[config.mk]
export PLATFORM = sky130hd
export DESIGN_NAME = alu_arbiter
export DESIGN_NICKNAME = d
export VERILOG_FILES = /design/src/rtl/alu_arbiter.sv
export SDC_FILE = /design/constraint.sdc
export NUM_CORES = 1
export LEC_CHECK = 0
export ABC_AREA = 1
export ABC_CLOCK_PERIOD_IN_PS = 1600
export BUFFER_PORTS_ARGS = -buffer_cell sky130_fd_sc_hd__buf_2
export CAP_MARGIN = 10
export CORE_AREA = 2 2 128 130
export CTS_CLUSTER_DIAMETER = 80
export DETAILED_ROUTE_END_ITERATION = 10
export DIE_AREA = 0 0 130 132
export SLEW_MARGIN = 20
export SYNTH_ARGS = -nofsm -noshare
export SYNTH_HDL_FRONTEND = slang
export SYNTH_SLANG_ARGS = --single-unit
[constraint.sdc]
create_clock -name clk -period 1.6 [get_ports clk]
set_input_delay 0.24 -clock clk [delete_from_list [all_inputs] [get_ports clk]]
set_output_delay 0.24 -clock clk [all_outputs]
set_load 0.02 [all_outputs]
[src/rtl/alu_arbiter.sv]
// ---------------------------------------------------------------------------
// alu_arbiter
//
// Purpose:
//   Shares one external combinational ALU between two requesters. At most one
//   requester is granted per cycle. The granted requester's operands and opcode
//   are muxed onto the ALU drive ports. The ALU result is captured into that
//   requester's response register on the grant edge, so the latency is one
//   cycle. A requester can only be granted when its response slot is free.
//   The slot is free when no response is pending, or when the pending response
//   is being consumed in the same cycle.
//
// Arbitration:
//   Default build: round-robin on ties. The requester not named by last_grant
//   wins a tie. last_grant resets to 1, so requester 0 wins the first tie.
//   With ALU_ARB_FIXED_PRIO_EN defined, requester 0 always wins a tie and no
//   last_grant state exists.
//
// Ports:
//   clk                      clock, rising edge
//   reset                    asynchronous, active-low reset
//   req_valid0/1             requester i presents an operation
//   req_ready0/1             requester i granted this cycle (combinational)
//   inA0/1, inB0/1           requester operands (DATA_W)
//   ALUctrl0/1               requester opcode (3 bits, passed through as-is)
//   saveHigh0/1              requester saveHigh qualifier
//   alu_inA/alu_inB          shared ALU operands (DATA_W)
//   alu_ALUctrl              shared ALU opcode
//   alu_saveHigh             shared ALU saveHigh qualifier
//   alu_result/alu_zero      combinational ALU outputs
//   rsp_valid0/1             registered response pending for requester i
//   rsp_ready0/1             requester i consumes its response
//   result0/1, zero0/1       registered response data
//   ops_done                 completed-grant counter (CNT_W, wraps)
// ---------------------------------------------------------------------------
module alu_arbiter #(
    parameter int DATA_W = 32,
    parameter int CNT_W  = 16
) (
    input  logic              clk,
    input  logic              reset,

    input  logic              req_valid0,
    input  logic              req_valid1,
    output logic              req_ready0,
    output logic              req_ready1,
    input  logic [DATA_W-1:0] inA0,
    input  logic [DATA_W-1:0] inA1,
    input  logic [DATA_W-1:0] inB0,
    input  logic [DATA_W-1:0] inB1,
    input  logic [2:0]        ALUctrl0,
    input  logic [2:0]        ALUctrl1,
    input  logic              saveHigh0,
    input  logic              saveHigh1,

    output logic [DATA_W-1:0] alu_inA,
    output logic [DATA_W-1:0] alu_inB,
    output logic [2:0]        alu_ALUctrl,
    output logic              alu_saveHigh,
    input  logic [DATA_W-1:0] alu_result,
    input  logic              alu_zero,

    output logic              rsp_valid0,
    output logic              rsp_valid1,
    input  logic              rsp_ready0,
    input  logic              rsp_ready1,
    output logic [DATA_W-1:0] result0,
    output logic [DATA_W-1:0] result1,
    output logic              zero0,
    output logic              zero1,

    output logic [CNT_W-1:0]  ops_done
);

    // Per-requester views of the scalar ports, so that the response logic can
    // be generated once per requester.
    logic [1:0]        req_valid;
    logic [1:0]        rsp_ready;
    logic [1:0]        rsp_valid;
    logic [1:0]        zero_q;
    logic [DATA_W-1:0] result_q [2];
    logic [1:0]        elig;
    logic [1:0]        grant;

    assign req_valid = {req_valid1, req_valid0};
    assign rsp_ready = {rsp_ready1, rsp_ready0};

`ifndef ALU_ARB_FIXED_PRIO_EN
    // Round-robin pointer: it names the requester that was granted last.
    typedef enum logic {
        LAST_REQ0 = 1'b0,
        LAST_REQ1 = 1'b1
    } last_t;

    last_t last_grant_reg;
    last_t last_grant_next;
`endif

    logic [CNT_W-1:0] ops_done_reg;

    // ------------------------------------------------------------------
    // Eligibility. A pending response that is consumed this cycle frees
    // the slot, so a new grant can be issued in the same cycle.
    // ------------------------------------------------------------------
    genvar gi;
    generate
        for (gi = 0; gi < 2; gi++) begin : gen_elig
            assign elig[gi] = req_valid[gi] & (~rsp_valid[gi] | rsp_ready[gi]);
        end
    endgenerate

    // ------------------------------------------------------------------
    // Grant selection (combinational). No grant is issued while reset is
    // held low. This keeps req_ready low during reset, even though the
    // state registers are already cleared.
    // ------------------------------------------------------------------
    always_comb begin
        grant = 2'b00;
        if (reset) begin
            case (elig)
                2'b01:   grant = 2'b01;
                2'b10:   grant = 2'b10;
`ifdef ALU_ARB_FIXED_PRIO_EN
                2'b11:   grant = 2'b01;
`else
                2'b11:   grant = (last_grant_reg == LAST_REQ1) ? 2'b01 : 2'b10;
`endif
                default: grant = 2'b00;
            endcase
        end
    end

    assign req_ready0 = grant[0];
    assign req_ready1 = grant[1];

    // ------------------------------------------------------------------
    // Shared ALU drive mux. The ports are zero when there is no grant.
    // The opcode is never decoded, so unsupported codes pass through.
    // ------------------------------------------------------------------
    always_comb begin
        alu_inA      = '0;
        alu_inB      = '0;
        alu_ALUctrl  = 3'b000;
        alu_saveHigh = 1'b0;
        if (grant[0]) begin
            alu_inA      = inA0;
            alu_inB      = inB0;
            alu_ALUctrl  = ALUctrl0;
            alu_saveHigh = saveHigh0;
        end else if (grant[1]) begin
            alu_inA      = inA1;
            alu_inB      = inB1;
            alu_ALUctrl  = ALUctrl1;
            alu_saveHigh = saveHigh1;
        end
    end

`ifndef ALU_ARB_FIXED_PRIO_EN
    // ------------------------------------------------------------------
    // Round-robin pointer: next-state logic and state register.
    // ------------------------------------------------------------------
    always_comb begin
        last_grant_next = last_grant_reg;
        if (grant[0]) begin
            last_grant_next = LAST_REQ0;
        end else if (grant[1]) begin
            last_grant_next = LAST_REQ1;
        end
    end

    // Reset to requester 1, so that requester 0 wins the first tie.
    always_ff @(posedge clk or negedge reset) begin
        if (!reset) begin
            last_grant_reg <= LAST_REQ1;
        end else begin
            last_grant_reg <= last_grant_next;
        end
    end
`endif

    // ------------------------------------------------------------------
    // Response registers, one set per requester.
    // A grant takes precedence over a consume. When both happen in the
    // same cycle, the slot stays valid and is loaded with the new result.
    // A consume with nothing pending leaves the slot clear.
    // ------------------------------------------------------------------
    generate
        for (gi = 0; gi < 2; gi++) begin : gen_rsp
            logic              rsp_valid_reg;
            logic [DATA_W-1:0] result_reg;
            logic              zero_reg;

            always_ff @(posedge clk or negedge reset) begin
                if (!reset) begin
                    rsp_valid_reg <= 1'b0;
                    result_reg    <= '0;
                    zero_reg      <= 1'b0;
                end else if (grant[gi]) begin
                    rsp_valid_reg <= 1'b1;
                    result_reg    <= alu_result;
                    zero_reg      <= alu_zero;
                end else if (rsp_ready[gi]) begin
                    rsp_valid_reg <= 1'b0;
                end
            end

            assign rsp_valid[gi] = rsp_valid_reg;
            assign result_q[gi]  = result_reg;
            assign zero_q[gi]    = zero_reg;
        end
    endgenerate

    assign rsp_valid0 = rsp_valid[0];
    assign rsp_valid1 = rsp_valid[1];
    assign result0    = result_q[0];
    assign result1    = result_q[1];
    assign zero0      = zero_q[0];
    assign zero1      = zero_q[1];

    // ------------------------------------------------------------------
    // Completed-grant counter. It wraps naturally at 2^CNT_W.
    // ------------------------------------------------------------------
    always_ff @(posedge clk or negedge reset) begin
        if (!reset) begin
            ops_done_reg <= '0;
        end else if (|grant) begin
            ops_done_reg <= ops_done_reg + 1'b1;
        end
    end

    assign ops_done = ops_done_reg;

endmodule

==> impl_metrics.yaml <==
synth:
  yosysMostFrequentCell: "nand2_1"
  synth_ff_type: "dfrtp_1"
  yosysTopAreaCell: "dfrtp_1"
  synth.area.top_cells: "dfrtp_1 (49%), nand2_1 (27%), o21ai_0 (8.2%), inv_1 (4.3%), buf_2 (1.7%)"
  synthCells: 598
  syn_area_um2: 4320
  yosysUniqueCellTypes: 21
  yosysWarnings: 0
  synth_top_area_frac: 0.487
  synth_seq_cells: 85
  async_flop_share: 1.00
  synth_edf_count: 0
  syn_area_per_cell_um2: 7.22
  syn_nets: 774
  synth_commonest_cells: "nand2_1 (310), dfrtp_1 (84), o21ai_0 (71)"
  ys_seq_area_frac: 0.493
timing:
  setup_viol: 70
  finalHoldViolCount: 0
  timing.slew.headroom: 0.359
  period_minus_slack_ps: 1990
  fmax_mhz: 501
  worst_slew_pin_slew_ps: 962
  tns_ps: -21980
  worst_slack_ps: -394
  rsz0062_at_grt: "true"
  finalCritPeriodShare: 1.25
  final_max_slew_viol_count: 0
  fin_skew_ps: 11.0
  whs_ps: 157
power:
  p_leak_uw: 0.00437
  power_density_nw_per_um2: 1110
  peakVddDrop_mv: 0.680
placed_design:
  gp_congestion: 0.773
  io_buffer_count: 328
  hpwlAfterDp_um: 13100
  pre_cts_slack_ps: -85.6
  placed_cells: 1132
detailed_routing:
  ant_nets: 0
  detail_route.iter0.violations: 215
  wl_met1_um: 7020
  wire_per_inst_um: 15.7
  routed-wl-met3_um: 1210
  wirelength_um: 18500
  top_layer: "met4"
  drc: 0
  vias: 5113
  route.met2.wl_um: 9420
  first_pass_iters: 4
  viasPerCell: 4.36
worst_setup_path:
  end_kind: "primary output"
  cp_data_required_time_ps: 1360
  path_class: "flip-flop to primary output"
  cp.arrival_ps: 1750
  reg2reg_slack_ps: 160
  worstSetupStartpointType: "flip-flop"
  worstPathMaxFanout: 9
clocking:
  clkLatencyLatePin_ps: 340
  cts.reportedPaths.clkPinSlew_ps: 70
  cts.sinks: 85
  cts_tree: "built"
  root_buffer: "clkbuf_16"
  cts_buffers: 9
  cts_max_level: 3
  clock_path_buffers: 2
floorplan:
  core_um2: 15700
  fp-row-count: 46
  die_area_um2: 17200
  start_util: 0.275
  dieWidth_um: 130
  die_height_um: 132
  ios: 329
global_routing:
  grt_start_max_net_pins: 77
  grt_pass1_vias: 4832
  grt_usage: 0.198
  grt_first_pass_wirelength_um: 26000
  antenna_found_initial: 6
  grt.overflow.total: 0
layout:
  final_nets: 1123
  regArea_um2: 2130
  post-route-util: 0.488
  nFillCells: 1561
  syn2layout_area_growth_pct: 77.4
  drive_gt1_frac: 0.478
  stdcell_count: 1174
  multi_input_area_um2: 2020
status:
  outcome: "finished with violations"
  violations: "setup timing"
hold_path:
  hp-class: "input pin to flip-flop"
job:
  maxCapViolCount: 0
-- timing repair --
action / CTS / global route
buffers inserted: 8 / 1
hold buffers: 1 / 0
hold endpoints to repair: 8 / 0
cloned: 7 / 4
pin swaps: 9 / 19
gates resized for setup: 175 / 57
endpoints found under the setup margin: 70 / 104
-- final cells by class --
class                           count  share of cell area
Antenna cell                        6             0.00196
Clock buffer                       10              0.0299
Timing Repair Buffer              368               0.353
Sequential cell                    85               0.278
Clock inverter                      6              0.0103
Multi-Input combinational cell    429               0.264
Inverter                           54              0.0278
Tap cell                          216              0.0353
-- power by group --
part           leakage (uW)  switching [uW]  internal, uW
clock network      0.000151             917          1240
logic               0.00316            2020          1350
registers           0.00106             311          2650
-- layer usage --
layer,track usage,up-vias
met2,0.353,225
li1,-,2528
met3,0.0410,52
met4,0.0938,0
met1,0.223,2308
met5,0,-
-- worst paths after layout --
| path | start | to | cells after the start |
|---|---|---|---|
| setup / recovery | last_grant_reg | alu_inA[7] | 8 |
| max in group asynchronous | reset | result0[15] | 2 |
| hold / removal | alu_result[14] | result1[14] | 3 |
| hold reg to reg | result0[7] | result0[7] | 2 |
| setup reg to reg | last_grant_reg | result1[20] | 5 |
| min in group asynchronous | reset | result1[3] | 2 |
-- through the flow --
step           area (um^2)  power [uW]
2_1_floorplan         4320        4620
3_3_place_gp          6270        5870
3_5_place_dp          6270        5900
4_1_cts               7410        8510
5_1_grt               7660        8990
6_report              7660        8500
-- critical path: stages (launching register included) --
cell and delay, ps:
dfstp_2 520, inv_2 50, o21ai_4 180, inv_4 90, buf_12 140, buf_16 140, nand2_1 70, nand2_1 80
buf_6 140
-- layout by cell type, fill, tap and decap left out, drive strengths merged --
cell type / count
a21oi: 2
buf: 364
bufinv: 1
clkbuf: 13
clkinv: 2
dfrtp: 84
dfstp: 1
diode: 6
dlygate4sd3: 1
ha: 1
inv: 57
nand2: 313
nand3: 11
nand4: 3
nor2: 17
nor3: 2
o21ai: 72
xnor2: 3
xor2: 5
-- cells by family (layout without fill, tap and decap cells) --
kind of cell	count (synthesis)	after routing	share of synthesized area
compound gates	74	74	0.0884
xor+xnor	8	8	0.0162
fa+ha+maj	1	1	0.00290
buf+inv	84	438	0.0895
flops	85	85	0.493
other cells	0	6	0
simple gates	346	346	0.310
Note: power is estimated with default switching activity, not from simulation.
